[src/rtl/if_layer_weight_loader.sv]
// Bulk loader for one layer's weight memory: streams weights in neuron-major order,
// optionally reads them back to compare XOR checksums, and serves single host accesses when idle.
module if_layer_weight_loader #(
    parameter int unsigned WEIGHT_SIZE       = 32,
    parameter int unsigned NUM_INPUTS        = 4,
    parameter int unsigned NUM_NEURONS       = 1,
    parameter int unsigned LAYER_ADDR_WIDTH  = 28,
    parameter int unsigned WEIGHT_ADDR_WIDTH = 10
) (
    input  logic                        clk,
    input  logic                        rst,
    input  logic                        start,
    input  logic                        verify,
    input  logic [WEIGHT_SIZE-1:0]      w_data,
    input  logic                        w_valid,
    output logic                        w_ready,
    input  logic [LAYER_ADDR_WIDTH-1:0] host_addr,
    input  logic [WEIGHT_SIZE-1:0]      host_din,
    input  logic                        host_wen,
    input  logic                        host_ren,
    output logic [WEIGHT_SIZE-1:0]      host_dout,
    output logic                        host_ack,
    output logic [LAYER_ADDR_WIDTH-1:0] mem_addr,
    output logic [WEIGHT_SIZE-1:0]      mem_din,
    output logic                        mem_wen,
    input  logic [WEIGHT_SIZE-1:0]      mem_dout,
    output logic                        busy,
    output logic                        done,
    output logic                        err
);

    localparam int unsigned NeurW = 4;
    localparam int unsigned PadW  = LAYER_ADDR_WIDTH - WEIGHT_ADDR_WIDTH - NeurW;

    typedef enum logic [2:0] {
        StIdle,
        StLoad,
        StVerify,
        StCheck,
        StHost
    } state_e;

    state_e                       state_q, state_d;
    logic [NeurW-1:0]             neuron_idx_q, neuron_idx_d;
    logic [WEIGHT_ADDR_WIDTH-1:0] input_idx_q, input_idx_d;
    logic [WEIGHT_SIZE-1:0]       wr_sum_q, wr_sum_d;
    logic [WEIGHT_SIZE-1:0]       rd_sum_q, rd_sum_d;
    logic                         verify_q, verify_d;
    logic                         rd_vld_q, rd_vld_d;
    logic                         issue_done_q, issue_done_d;
    logic                         host_wr_q, host_wr_d;
    logic [WEIGHT_SIZE-1:0]       host_dout_q, host_dout_d;
    logic                         host_ack_q, host_ack_d;
    logic                         done_q, done_d;
    logic                         err_q, err_d;

    logic last_in, last_neu, host_go;

    assign last_in  = (input_idx_q == WEIGHT_ADDR_WIDTH'(NUM_INPUTS - 1));
    assign last_neu = (neuron_idx_q == NeurW'(NUM_NEURONS - 1));

    // The ack cycle is masked so a host still holding its strobe is not served twice.
    assign host_go = rst & ~start & (host_wen | host_ren) & ~host_ack_q;

    assign busy      = (state_q == StLoad) || (state_q == StVerify) || (state_q == StCheck);
    assign host_dout = host_dout_q;
    assign host_ack  = host_ack_q;
    assign done      = done_q;
    assign err       = err_q;

    always_comb begin
        mem_addr = {{PadW{1'b0}}, neuron_idx_q, input_idx_q};
        mem_din  = '0;
        mem_wen  = 1'b0;
        w_ready  = 1'b0;
        unique case (state_q)
            StIdle: begin
                if (host_go) begin
                    mem_addr = host_addr;
                    mem_din  = host_din;
                    mem_wen  = host_wen;
                end
            end
            StLoad: begin
                w_ready = 1'b1;
                mem_wen = w_valid;
                mem_din = w_data;
            end
            StHost:  mem_addr = host_addr;
            default: ;
        endcase
    end

    always_comb begin
        state_d      = state_q;
        neuron_idx_d = neuron_idx_q;
        input_idx_d  = input_idx_q;
        wr_sum_d     = wr_sum_q;
        rd_sum_d     = rd_sum_q;
        verify_d     = verify_q;
        rd_vld_d     = rd_vld_q;
        issue_done_d = issue_done_q;
        host_wr_d    = host_wr_q;
        host_dout_d  = host_dout_q;
        host_ack_d   = 1'b0;
        done_d       = 1'b0;
        err_d        = err_q;
        unique case (state_q)
            StIdle: begin
                if (start) begin
                    neuron_idx_d = '0;
                    input_idx_d  = '0;
                    wr_sum_d     = '0;
                    rd_sum_d     = '0;
                    err_d        = 1'b0;
                    verify_d     = verify;
                    rd_vld_d     = 1'b0;
                    issue_done_d = 1'b0;
                    state_d      = StLoad;
                end else if (host_go) begin
                    host_wr_d = host_wen;
                    state_d   = StHost;
                end
            end
            StLoad: begin
                if (w_valid) begin
                    wr_sum_d = wr_sum_q ^ w_data;
                    if (last_in) begin
                        input_idx_d = '0;
                        if (last_neu) begin
                            neuron_idx_d = '0;
                            rd_vld_d     = 1'b0;
                            issue_done_d = 1'b0;
                            state_d      = verify_q ? StVerify : StCheck;
                        end else begin
                            neuron_idx_d = neuron_idx_q + 1'b1;
                        end
                    end else begin
                        input_idx_d = input_idx_q + 1'b1;
                    end
                end
            end
            StVerify: begin
                // Read data trails its address by one cycle, so folding lags issue.
                if (rd_vld_q) begin
                    rd_sum_d = rd_sum_q ^ mem_dout;
                end
                if (issue_done_q) begin
                    rd_vld_d = 1'b0;
                    state_d  = StCheck;
                end else begin
                    rd_vld_d = 1'b1;
                    if (last_in) begin
                        input_idx_d = '0;
                        if (last_neu) begin
                            neuron_idx_d = '0;
                            issue_done_d = 1'b1;
                        end else begin
                            neuron_idx_d = neuron_idx_q + 1'b1;
                        end
                    end else begin
                        input_idx_d = input_idx_q + 1'b1;
                    end
                end
            end
            StCheck: begin
                err_d   = verify_q && (wr_sum_q != rd_sum_q);
                done_d  = 1'b1;
                state_d = StIdle;
            end
            StHost: begin
                if (!host_wr_q) begin
                    host_dout_d = mem_dout;
                end
                host_ack_d = 1'b1;
                state_d    = StIdle;
            end
            default: state_d = StIdle;
        endcase
    end

    always_ff @(posedge clk or negedge rst) begin
        if (!rst) begin
            state_q      <= StIdle;
            neuron_idx_q <= '0;
            input_idx_q  <= '0;
            wr_sum_q     <= '0;
            rd_sum_q     <= '0;
            verify_q     <= 1'b0;
            rd_vld_q     <= 1'b0;
            issue_done_q <= 1'b0;
            host_wr_q    <= 1'b0;
            host_dout_q  <= '0;
            host_ack_q   <= 1'b0;
            done_q       <= 1'b0;
            err_q        <= 1'b0;
        end else begin
            state_q      <= state_d;
            neuron_idx_q <= neuron_idx_d;
            input_idx_q  <= input_idx_d;
            wr_sum_q     <= wr_sum_d;
            rd_sum_q     <= rd_sum_d;
            verify_q     <= verify_d;
            rd_vld_q     <= rd_vld_d;
            issue_done_q <= issue_done_d;
            host_wr_q    <= host_wr_d;
            host_dout_q  <= host_dout_d;
            host_ack_q   <= host_ack_d;
            done_q       <= done_d;
            err_q        <= err_d;
        end
    end

endmodule

[config.mk]
export PLATFORM = sky130hd
export DESIGN_NAME = if_layer_weight_loader
export DESIGN_NICKNAME = d
export VERILOG_FILES = /design/src/rtl/if_layer_weight_loader.sv
export SDC_FILE = /design/constraint.sdc
export NUM_CORES = 1
export LEC_CHECK = 0
export CELL_PAD_IN_SITES_DETAIL_PLACEMENT = 0
export CELL_PAD_IN_SITES_GLOBAL_PLACEMENT = 2
export CORE_MARGIN = 3
export CORE_UTILIZATION = 27
export CTS_CLUSTER_DIAMETER = 40
export CTS_CLUSTER_SIZE = 28
export DETAILED_ROUTE_END_ITERATION = 10
export PLACE_DENSITY_LB_ADDON = 0.1
export SKIP_CTS_REPAIR_TIMING = 1
export SLEW_MARGIN = 15
export SYNTH_ARGS = -nofsm -noshare
export SYNTH_HDL_FRONTEND = slang
export SYNTH_SLANG_ARGS = --single-unit
[constraint.sdc]
create_clock -name clk -period 2.4 [get_ports clk]
set_input_delay 0.36 -clock clk [delete_from_list [all_inputs] [get_ports clk]]
set_output_delay 0.36 -clock clk [all_outputs]
set_load 0.03 [all_outputs]
== Word level (Yosys, flattened, before mapping) ==
Index checks and enable logic that the tools add are counted.
Operators by class
  $add $sub $neg: 2
  equality and inequality tests: 14
  multiplexer cells: 44
  bitwise logic cells: 9
  reductions and logical operators: 18
Operators by type and width (number)
  one-hot mux 32 bit (2 select lines): 3
  two-way mux 32 bit: 4
  XOR 32 bit: 2
  one-hot mux 28 bit (2 select lines): 1
  two-way mux 10 bit: 4
  != test 32 bit: 1
  one-hot mux 10 bit (3 select lines): 1
  two-way mux 28 bit: 1
  two-way mux 4 bit: 5
  two-way mux 3 bit: 6
  != test 2 bit (second input constant): 7
  two-way mux 1 bit: 13
  one-hot mux 4 bit (3 select lines): 1
  adder 10 x 1 -> 10 bit (second input constant): 1
  equality test 10 x 2 -> 1 bit (second input constant): 1
  AND reduction 5 bit: 2
  one-hot mux 3 bit (3 select lines): 1
  AND reduction 3 bit: 3
  equality test 3 x 2 -> 1 bit (second input constant): 2
  one-hot mux 1 bit (3 select lines): 2
  AND reduction 2 bit: 3
  nonzero test 2 bit: 3
  adder 4 x 1 -> 4 bit (second input constant): 1
  logical NOT 4 bit: 1
  12 further kinds: 18
Storage, ports and cells
  register bits: 120
  bits of input ports: 131
  output and inout bits: 98
  word-level logic and storage cells: 100

== Depth between registers and ports, before layout ==
Gate-level depths: netlist of the first run.
  depth after elaboration: 7
  mapped depth: 8
  gate-level depth less buffers: 7

== Worst setup path before layout of the first run ==
OpenSTA, ideal clock, no wires.
  path kind: reg-to-output
  start: reg state_q[1]
  end: out mem_din[19]
  arrival time: 1.767 ns
  required time: 2.040 ns
  slack: 0.273 ns
  stages on the path, launching flop included: 5
  buffers on the path: 2
  cell sequence: dfrtp_1 > clkbuf_1 > nor3b_2 > clkbuf_1 > a22o_1
Between the ends
  cells in the longest elaborated chain, start to end: 2
  elaborated cells between the ends (all ways): 3
  those cells by class: eq/ne: 1; mux: 1; reduce/logical: 1
RTL lines
  from (decl): line 43  | state_e state_q, state_d;
  from (signal assigned): line 184  | state_q <= StIdle;
  from (signal assigned): line 198  | state_q <= state_d;
  equality test 3 x 1 -> 1 bit or logical NOT 3 bit (tied branches): line 76  | unique case (state_q)
  one-hot mux 32 bit (2 select lines) (*): line 76
  to (decl): line 24  | output logic [WEIGHT_SIZE-1:0] mem_din,
Every way passes the cells marked *; elsewhere a longest branch is shown, timed or not.

== Worst setup path in the final report of the first run ==
  start: in host_wen
  end: out mem_addr[9]
Between the ends
  cells in the longest elaborated chain, start to end: 5
RTL lines
  from (decl): line 19  | input logic host_wen,
  OR 1 bit: line 63  | assign host_go = rst & ~start & (host_wen | host_ren) & ~host_ack_q;
  AND 1 bit (2 in series): line 63
  two-way mux 28 bit: line 78  | if (host_go) begin
  one-hot mux 28 bit (2 select lines): line 76
  to (decl): line 23  | output logic [LAYER_ADDR_WIDTH-1:0] mem_addr,
Every way passes these cells.

==> results of run 1 <==
==> power by group through the flow <==
stage	Combinational, mW	Clock [mW]	Sequential, mW
after floorplan	0.538	0	2.54
after global placement	0.969	0	2.59
after detailed placement	0.979	0	2.60
after CTS	0.993	2.59	2.56
after global routing	1.09	2.69	2.60
final	0.970	2.52	2.55
==> cell families (layout without fill, tap and decap cells) <==
kind of cell / Yosys count / count (layout) / share of synthesized area
DFF: 120 / 120 / 0.487
buffers and inverters: 38 / 303 / 0.0274
muxes: 47 / 47 / 0.0859
adders and majority gates: 3 / 3 / 0.00609
xor gates and xnor gates: 99 / 99 / 0.141
and+or+nand+nor: 220 / 220 / 0.167
AOI/OAI and AO/OA: 70 / 70 / 0.0855
==> stage by stage <==
step	util	TNS [ns]
floorplan	-	0
global placement	0.398	-4.09
detailed placement	0.398	-4.54
CTS	0.424	-5.93
global route	0.437	-3.77
finish	0.437	-0.103
==> state kept, by name, summed over array words and instances (netlist names), 3 cells and up <==
| register | flops |
|---|---|
| neuron_idx_q | 4 |
| wr_sum_q | 32 |
| rd_sum_q | 32 |
| input_idx_q | 10 |
| host_dout | 32 |
| state_q | 3 |
==> Yosys cell counts (4+ instances only) <==
cell / number / area, um2
sky130_fd_sc_hd__xor2_1: 64 / 561
sky130_fd_sc_hd__nand2b_1: 4 / 25.0
sky130_fd_sc_hd__o21ai_0: 16 / 80.1
sky130_fd_sc_hd__o31ai_1: 4 / 30.0
sky130_fd_sc_hd__clkbuf_1: 9 / 33.8
sky130_fd_sc_hd__nand2_1: 83 / 312
sky130_fd_sc_hd__nor2_1: 76 / 285
sky130_fd_sc_hd__a22o_1: 32 / 280
sky130_fd_sc_hd__inv_1: 6 / 22.5
sky130_fd_sc_hd__and2_1: 16 / 100
sky130_fd_sc_hd__nand3_1: 5 / 25.0
sky130_fd_sc_hd__and3_1: 4 / 25.0
sky130_fd_sc_hd__a21oi_1: 6 / 30.0
sky130_fd_sc_hd__mux2_2: 47 / 529
sky130_fd_sc_hd__xnor2_1: 35 / 307
sky130_fd_sc_hd__dfrtp_1: 120 / 3000
sky130_fd_sc_hd__buf_2: 21 / 105
sky130_fd_sc_hd__nand4_1: 8 / 50.1
==> cell type report <==
class                      count  share of cell area
tap                          280              0.0363
clock inverter                13              0.0154
sequential                   120               0.311
multi-input combinational    439               0.316
timing repair buffer         266               0.273
clock buffer                  18              0.0455
inverter                       6             0.00233
==> worst max path at each step <==
stage                   end                    from  cells past startpoint
4_1_cts         mem_addr[1]      host_ack$_DFF_PN0_                      6
5_1_grt         mem_addr[9]      host_ack$_DFF_PN0_                      7
3_5_place_dp    mem_addr[9]                host_wen                      6
3_3_place_gp   mem_addr[13]                host_wen                      6
2_1_floorplan   mem_din[19]  state_q[1]$_DFFE_PN0P_                      4
6_report        mem_addr[9]                host_wen                      7
==> layer usage <==
layer / track usage / part of all wire / vias to the layer above
li1: - / - / 2506
met3: 0.0346 / 0.049 / 9
met4: 0.0326 / 0.0072 / 0
met2: 0.253 / 0.49 / 136
met5: 0 / 0 / -
met1: 0.199 / 0.45 / 2469
==> results.sh, run 1 <==
export IMPL_area_of_the_multi_input_gates_um2=3050
export IMPL_timing_critical_path_slowest_cell_delay_ns=0.48
export IMPL_critPathCaptureType="output pin"
export IMPL_cts_num_sinks=120
export IMPL_postSynthRegisterBits=120
export IMPL_postSynthAreaPerCell_um2=10.3
export IMPL_final_seq_area_um2=3000
export IMPL_post_place_ws_ns=-0.387
export IMPL_reg2reg_from="input_idx_q[0]$_DFFE_PN0P_"
export IMPL_async_flop_share=1.00
export IMPL_power_share_combinational=0.161
export IMPL_failing_checks="setup timing"
export IMPL_remaining_drc_errors=0
export IMPL_hpwlAfterDp_mm=14.0
export IMPL_crit_top_cell="sky130_fd_sc_hd__buf_4"
export IMPL_hold_viol_final=0
export IMPL_post_route_cells_drive_above_1_share=0.231
export IMPL_finish_cell_count_without_fillers=1142
export IMPL_std_cell_rows=54
export IMPL_globalRoute_totalOverflow=0
export IMPL_globalRouteTotalUtil=0.150
export IMPL_peak_vdd_ir_uv=419
export IMPL_grt_antenna_before_repair=0
export IMPL_start_util=0.279
export IMPL_postPlaceCellArea_um2=8790
export IMPL_cp_buffers_inverters=4
export IMPL_final_area_um2=9650
export IMPL_switching_power_mw=1.63
export IMPL_worstPathCellList="clkdlybuf4s50_1, o211ai_1, o41ai_2, buf_4, buf_4, mux2_2, clkbuf_2"
export IMPL_worst_path_max_fanout=12
export IMPL_fraction_of_power_spent_switching_nets=0.269
export IMPL_cts_tree="built"
export IMPL_regToRegSetupSlack_ns=0.32
export IMPL_fp_dieW_um=157
export IMPL_setup_viol=11
export IMPL_ys_flop_type="sky130_fd_sc_hd__dfrtp_1"
export IMPL_grt_first_pass_wirelength_mm=29.1
export IMPL_cts_htree_levels=4
export IMPL_final_setup_worst_slack_ns=-0.0364
export IMPL_finalNetCount=984
export IMPL_mappedNetlistNets=731
export IMPL_outcome="complete, but fails checks"
export IMPL_buffer_ports_inserted=228
export IMPL_total_power_mw=6.04
export IMPL_unrepaired_setup_endpoints_after_global_routing="true"
export IMPL_min_period_over_period=1.02
export IMPL_timing_max_cap_violations=0
export IMPL_route_detailed_vias_per_inst=4.48
export IMPL_avgRoutedWirePerCell_um=16.9
export IMPL_most_common_layout_cells="sky130_fd_sc_hd__clkdlybuf4s50_1, sky130_fd_sc_hd__dfrtp_1, sky130_fd_sc_hd__nand2_1"
export IMPL_dp_cells=1096
export IMPL_power_frac_clock=0.416
export IMPL_cp_arrival_ns=2.08
export IMPL_crit_type="in -> out"
export IMPL_hold_path_class="in -> async"
export IMPL_cts_buffers=17
export IMPL_tightest_slew_ns=0.667
export IMPL_ant_nets=0
export IMPL_clock_insertion_delay_worst_skew_ns=0.40
export IMPL_fin_skew_ns=0.00476
export IMPL_largest_net_degree_at_the_start_of_global_routing=50
export IMPL_die_area_um2=24700
export IMPL_unique_cell_type_count_in_the_yosys_netlist=43
export IMPL_cp_required_ns=2.04
export IMPL_power_density_cell_area_nw_per_um2=626
export IMPL_clk_transition_reported_paths_ns=0.06
export IMPL_startpoint_type="primary input"
export IMPL_num_vias=5120
export IMPL_report_final_slew_viol_count=0
export IMPL_internal_power_mw=4.41
export IMPL_slew_headroom=0.555
export IMPL_post_synthesis_cell_area_um2=6160
export IMPL_count_of_flip_flops_with_a_built_in_enable_after_synthesis=0
export IMPL_fill_cells=2143
export IMPL_whs_ns=0.0432
export IMPL_timing_fmax_mhz=410
export IMPL_clock_tree_buffer_depth=2
export IMPL_boundaryPins=229
export IMPL_critical_path_top_delay_family="buffers and inverters"
export IMPL_ys_seq_area_frac=0.487
export IMPL_synth_yosys_warnings=0
export IMPL_regToRegEndpoint="input_idx_q[4]$_DFFE_PN0P_"
export IMPL_cpMaxStageDelayCell="sky130_fd_sc_hd__clkdlybuf4s50_1"
export IMPL_die_height_um=157
export IMPL_seq_power_share=0.423
export IMPL_core_ar_um2=22100
export IMPL_clk_root_buffer_cell="sky130_fd_sc_hd__clkbuf_16"
export IMPL_detail_route_iter0_violations=176
export IMPL_synthCells=597
export IMPL_diodes=0
export IMPL_power_leakage_nw=4.36
export IMPL_timing_final_crit_period_ns=2.44
export IMPL_first_pass_iters=4
export IMPL_gpl_congestion=0.732
export IMPL_areaGrowthSynthToFinish_pct=56.6
export IMPL_final_common_cell="sky130_fd_sc_hd__clkdlybuf4s50_1"
export IMPL_number_of_global_route_vias_before_repair=5342
export IMPL_wirelength_mm=19.3
export IMPL_rr_worst_depth=6
Power figures use the tool's default switching activity.
==> run 2: changes to the inputs <==
--- a/config.mk
+++ b/config.mk
@@ -12,6 +12,7 @@
 export CTS_CLUSTER_DIAMETER = 40
 export CTS_CLUSTER_SIZE = 28
 export DETAILED_ROUTE_END_ITERATION = 10
+export MAX_ROUTING_LAYER = met4
 export PLACE_DENSITY_LB_ADDON = 0.1
 export SKIP_CTS_REPAIR_TIMING = 1
 export SLEW_MARGIN = 15
==> run 2 against run 1 <==
Effect of this change: the flow still finishes with violations (setup timing); clock skew rose by 0.00070 ns; utilization rose by 0.37 points; wire length rose by 1.1%; die area did not move; first-iteration DRC count fell by 2.3%; critical path depth rose by 1; global-route usage rose by 0.44 points; final cell count barely moved; largest power group unchanged; highest routed layer unchanged.
==> results.sh, run 2 (synthesized netlist as in run 1, its figures left out) <==
export IMPL_setup_viol=38
export IMPL_timing_final_crit_period_ns=2.49
export IMPL_hpwlAfterDp_mm=14.0
export IMPL_power_leakage_nw=4.40
export IMPL_cts_buffers=17
export IMPL_area_of_the_multi_input_gates_um2=3080
export IMPL_number_of_global_route_vias_before_repair=5341
export IMPL_unrepaired_setup_endpoints_after_global_routing="true"
export IMPL_clk_root_buffer_cell="sky130_fd_sc_hd__clkbuf_16"
export IMPL_peak_vdd_ir_uv=419
export IMPL_first_pass_iters=4
export IMPL_clock_tree_buffer_depth=2
export IMPL_tightest_slew_ns=0.665
export IMPL_fill_cells=2134
export IMPL_hold_viol_final=0
export IMPL_final_common_cell="sky130_fd_sc_hd__clkdlybuf4s50_1"
export IMPL_die_area_um2=24700
export IMPL_slew_headroom=0.557
export IMPL_timing_fmax_mhz=402
export IMPL_hold_path_class="in -> async"
export IMPL_die_height_um=157
export IMPL_start_util=0.279
export IMPL_critPathCaptureType="output pin"
export IMPL_failing_checks="setup timing"
export IMPL_power_share_combinational=0.161
export IMPL_post_route_cells_drive_above_1_share=0.227
export IMPL_ant_nets=0
export IMPL_std_cell_rows=54
export IMPL_core_ar_um2=22100
export IMPL_whs_ns=0.0377
export IMPL_detail_route_iter0_violations=172
export IMPL_gpl_congestion=0.741
export IMPL_avgRoutedWirePerCell_um=17.1
export IMPL_fin_skew_ns=0.00546
export IMPL_route_detailed_vias_per_inst=4.50
export IMPL_most_common_layout_cells="sky130_fd_sc_hd__clkdlybuf4s50_1, sky130_fd_sc_hd__dfrtp_1, sky130_fd_sc_hd__nand2_1"
export IMPL_areaGrowthSynthToFinish_pct=57.9
export IMPL_crit_type="in -> out"
export IMPL_cp_arrival_ns=2.13
export IMPL_fraction_of_power_spent_switching_nets=0.270
export IMPL_timing_max_cap_violations=0
export IMPL_clk_transition_reported_paths_ns=0.06
export IMPL_boundaryPins=229
export IMPL_grt_antenna_before_repair=1
export IMPL_fp_dieW_um=157
export IMPL_final_setup_worst_slack_ns=-0.0863
export IMPL_num_vias=5146
export IMPL_worst_path_max_fanout=6
export IMPL_cts_htree_levels=4
export IMPL_grt_first_pass_wirelength_mm=29.1
export IMPL_power_frac_clock=0.417
export IMPL_diodes=0
export IMPL_outcome="complete, but fails checks"
export IMPL_total_power_mw=6.04
export IMPL_cts_tree="built"
export IMPL_clock_insertion_delay_worst_skew_ns=0.40
export IMPL_globalRoute_totalOverflow=0
export IMPL_globalRouteTotalUtil=0.155
export IMPL_cp_required_ns=2.04
export IMPL_switching_power_mw=1.63
export IMPL_seq_power_share=0.423
export IMPL_finalNetCount=985
export IMPL_power_density_cell_area_nw_per_um2=621
export IMPL_startpoint_type="primary input"
export IMPL_final_seq_area_um2=3000
export IMPL_largest_net_degree_at_the_start_of_global_routing=50
export IMPL_min_period_over_period=1.04
export IMPL_wirelength_mm=19.5
export IMPL_buffer_ports_inserted=228
export IMPL_remaining_drc_errors=0
export IMPL_cts_num_sinks=120
export IMPL_report_final_slew_viol_count=0
export IMPL_internal_power_mw=4.41
## run 2: worst paths after layout
path | from | end | slack, ns | cells past startpoint
max in group asynchronous | rst | host_dout[26]$_DFFE_PN0P_ | 0.77 | 4
hold / removal | rst | host_dout[13]$_DFFE_PN0P_ | 0.04 | 2
hold reg to reg | rd_vld_q$_DFFE_PN0P_ | rd_vld_q$_DFFE_PN0P_ | 0.49 | 2
setup reg to reg | input_idx_q[0]$_DFFE_PN0P_ | input_idx_q[4]$_DFFE_PN0P_ | 0.31 | 6
min in group clk | rd_vld_q$_DFFE_PN0P_ | rd_vld_q$_DFFE_PN0P_ | 0.49 | 2
setup / recovery | host_wen | mem_addr[12] | -0.09 | 8
## run 2: critical path, stage by stage
cell and delay (ns):
sky130_fd_sc_hd__clkdlybuf4s50_1 0.48, sky130_fd_sc_hd__o211ai_1 0.12, sky130_fd_sc_hd__o41ai_2 0.29, sky130_fd_sc_hd__buf_4 0.18, sky130_fd_sc_hd__buf_8 0.14, sky130_fd_sc_hd__buf_4 0.12
sky130_fd_sc_hd__mux2_4 0.29, sky130_fd_sc_hd__buf_6 0.14
## run 2: power groups by stage
stage,logic (mW),registers (mW),clock network (mW)
2_1_floorplan,0.538,2.54,0
3_3_place_gp,0.969,2.59,0
3_5_place_dp,0.979,2.60,0
4_1_cts,0.993,2.56,2.59
5_1_grt,1.09,2.60,2.69
6_report,0.972,2.56,2.52
## run 2: stage by stage
step	std cells	worst slack (ns)	TNS (ns)	instance area, um2	util
finish	1143	-0.0863	-2.06	9730	0.441
floorplan	597	0.273	0	6160	-
detailed placement	1096	-0.387	-4.54	8790	0.398
global route	1143	-0.179	-7.07	9730	0.441
CTS	1127	-0.405	-5.93	9380	0.424
global placement	1096	-0.350	-4.09	8790	0.398
## run 2: metal layers
layer / global-route usage / share of wire / up-vias
met1: 0.200 / 0.45 / 2490
li1: - / - / 2508
met2: 0.254 / 0.49 / 138
met5: - / 0 / -
met4: 0.0314 / 0.0062 / 0
met3: 0.0327 / 0.050 / 10
## run 2: final cells by class
type                    count  area share
inverters                   6     0.00231
clock inverters            13      0.0153
multi-input cells         439       0.316
repair buffers            267       0.276
well taps                 280      0.0360
clock buffers              18      0.0451
flip-flops and latches    120       0.309
==> RTL change (settings of run 2) <==
Put one more register stage on the output `err`, without a reset. The value now appears one clock later. The other outputs are not delayed to match.
--- a/src/rtl/if_layer_weight_loader.sv
+++ b/src/rtl/if_layer_weight_loader.sv
@@ -66,7 +66,9 @@
     assign host_dout = host_dout_q;
     assign host_ack  = host_ack_q;
     assign done      = done_q;
-    assign err       = err_q;
+    always_ff @(posedge clk) begin
+        err <= err_q;
+    end
 
     always_comb begin
         mem_addr = {{PadW{1'b0}}, neuron_idx_q, input_idx_q};
Formal check against the unedited RTL: no difference found for any inputs over 4 cycles, from zero or initial values and one cycle with rst low; that may be too few to reach the edited logic, so the function may still have changed.
==> RTL change against run 2 <==
Routed wire length shrank 3.7%. Synthesized area is 0.37% lower. Register-to-register slack lost 0.06 ns. Hold slack gained 0.070 ns. Synthesized cell count rose by 4.7%. Sequential cell count is 1 higher. Final area fell by 3.7%. Setup slack improved by 0.25 ns.
Power is not compared: it rests on default switching activity, and its combinational part moved more than twofold at a synthesized area within 25%.
==> RTL change: results (changes against run 2) <==
stage,metric,value,unit,change
cts,numCtsBuffers,17,,unchanged
placement,pre_cts_ws,0.00843,ns,was -0.387 ns
synthesis,synth_common_cells,"dfrtp_1, nand2_1, nor2_1",,unchanged
worst_setup_path,cp_top_family,simple AND/OR/NAND/NOR gates,,was buffers and inverters
worst_setup_path,worstReg2RegStart,input_idx_q[4],,was input_idx_q[0]
drt,drt_iter0_markers,202,,was 172
placement,place_congestion,0.767,,was 0.741
worst_setup_path,cpPeakStageDelay,0.49,ns,
worst_setup_path,cp_slowest_cell,dfrtp_2,,was clkdlybuf4s50_1
synthesis,synthFlopType,dfrtp_1,,unchanged
status,status,"complete, no violations",,"was complete, but fails checks"
cells_and_area,final_nets,994,,was 985
worst_setup_path,startpoint,state_q[1],,was host_wen
placement,io_buffer_count,228,,unchanged
grt,grt_max_degree,66,,was 50
synthesis,async_flop_share,0.992,,was 1.00
worst_hold_path,hp-class,input pin to asynchronous set/reset pin,,unchanged
worst_setup_path,reg2reg_depth,5,,was 6
drt,wl_met3,1010,um,was 973 um
synthesis,synth_nets,759,,was 731
grt,grt_pass1_wl,29700,um,was 29100 um
timing,fin_worst_skew,0.00754,ns,was 0.00546 ns
cts,cts.path.max_buffers,2,,unchanged
synthesis,yosysWarnings,0,,unchanged
drt,met2_length,9150,um,was 9640 um
drt,top_layer_used,met4,,unchanged
timing,worst_pin_slew,0.879,ns,was 0.665 ns
grt,grt_pass1_vias,5602,,was 5341
grt,antenna_found_initial,0,,was 1
synthesis,ys_types,44,,was 43
cells_and_area,fillers,2152,,was 2134
synthesis,ys_seq_area_frac,0.492,,was 0.487
placement,dp_hpwl,13900,um,was 14000 um
worst_setup_path,path_max_fanout,19,,was 6
grt,track_usage,0.160,,was 0.155
drt,drtPass1Iterations,5,,was 4
worst_setup_path,worstPathArrival,1.88,ns,was 2.13 ns
drt,num_vias,5213,,was 5146
placement,postPlaceCellArea,8740,sq um,was 8790 sq um
drt,wirelength_met1,8460,um,was 8810 um
cells_and_area,drive_gt1_frac,0.188,,was 0.227
synthesis,synthTopCellsByArea,"dfrtp_1, xor2_1, nand2_1",,"was dfrtp_1, xor2_1, mux2_2"
drt,wirelength,18800,um,was 19500 um
cts,clk_latency,0.42,ns,was 0.40 ns
-- RTL change: path summary, 6_finish.rpt --
| check | end | slack [ns] |
|---|---|---|
| setup reg to reg | state_q[0] | 0.25 |
| min in group clk | err | 0.37 |
| setup / recovery | mem_din[24] | 0.16 |
| hold / removal | neuron_idx_q[1] | 0.11 |
| max in group asynchronous | input_idx_q[3] | 0.94 |
| hold reg to reg | err | 0.37 |
-- RTL change: final cells by class --
type                            instances  area share
Timing Repair Buffer                  249       0.254
Sequential cell                       121       0.323
Clock inverter                         12      0.0159
Inverter                               10     0.00401
Multi-Input combinational cell        461       0.318
Clock buffer                           19      0.0483
Tap cell                              280      0.0374
-- RTL change: cell families (layout without fill, tap and decap cells) --
| kind of cell | after synthesis | count (layout) | synth area share |
|---|---|---|---|
| DFF | 121 | 121 | 0.492 |
| adders and majority gates | 3 | 3 | 0.00611 |
| xor gates and xnor gates | 101 | 101 | 0.144 |
| AOI/OAI and AO/OA | 68 | 68 | 0.0819 |
| and+or+nand+nor | 254 | 254 | 0.184 |
| buffers and inverters | 43 | 290 | 0.0279 |
| muxes | 35 | 35 | 0.0642 |
-- RTL change: report_power, final --
group          switching (uW)  leakage (uW)  internal [uW]  total [uW]
clock network             941      0.000287           1680        2620
registers                 650       0.00159           2850        3500
logic                    3030       0.00224           2460        5490
-- RTL change: routing by layer --
layer / global-route usage / vias to the layer above
met5: - / -
met4: 0.0425 / 0
met3: 0.0332 / 20
met2: 0.261 / 154
met1: 0.202 / 2497
li1: - / 2542
-- RTL change: stage by stage --
stage	util	power (uW)	hold slack, ns	TNS (ns)	std cells
after floorplan	-	6850	0.0644	0	625
after global placement	0.396	9000	0.141	0	1120
after detailed placement	0.396	9080	0.141	0	1120
after CTS	0.423	11800	-0.312	-3.07	1151
after global routing	0.424	12400	0.163	0	1152
final	0.424	11600	0.108	0	1152
-- RTL change: worst reg2reg max path, cell delays in order, from the launching register on --
cell and delay [ns]:
dfrtp_1 0.42, or4_4 0.56, nor3_4 0.30, a21boi_0 0.22
a21oi_1 0.19, mux2_2 0.35
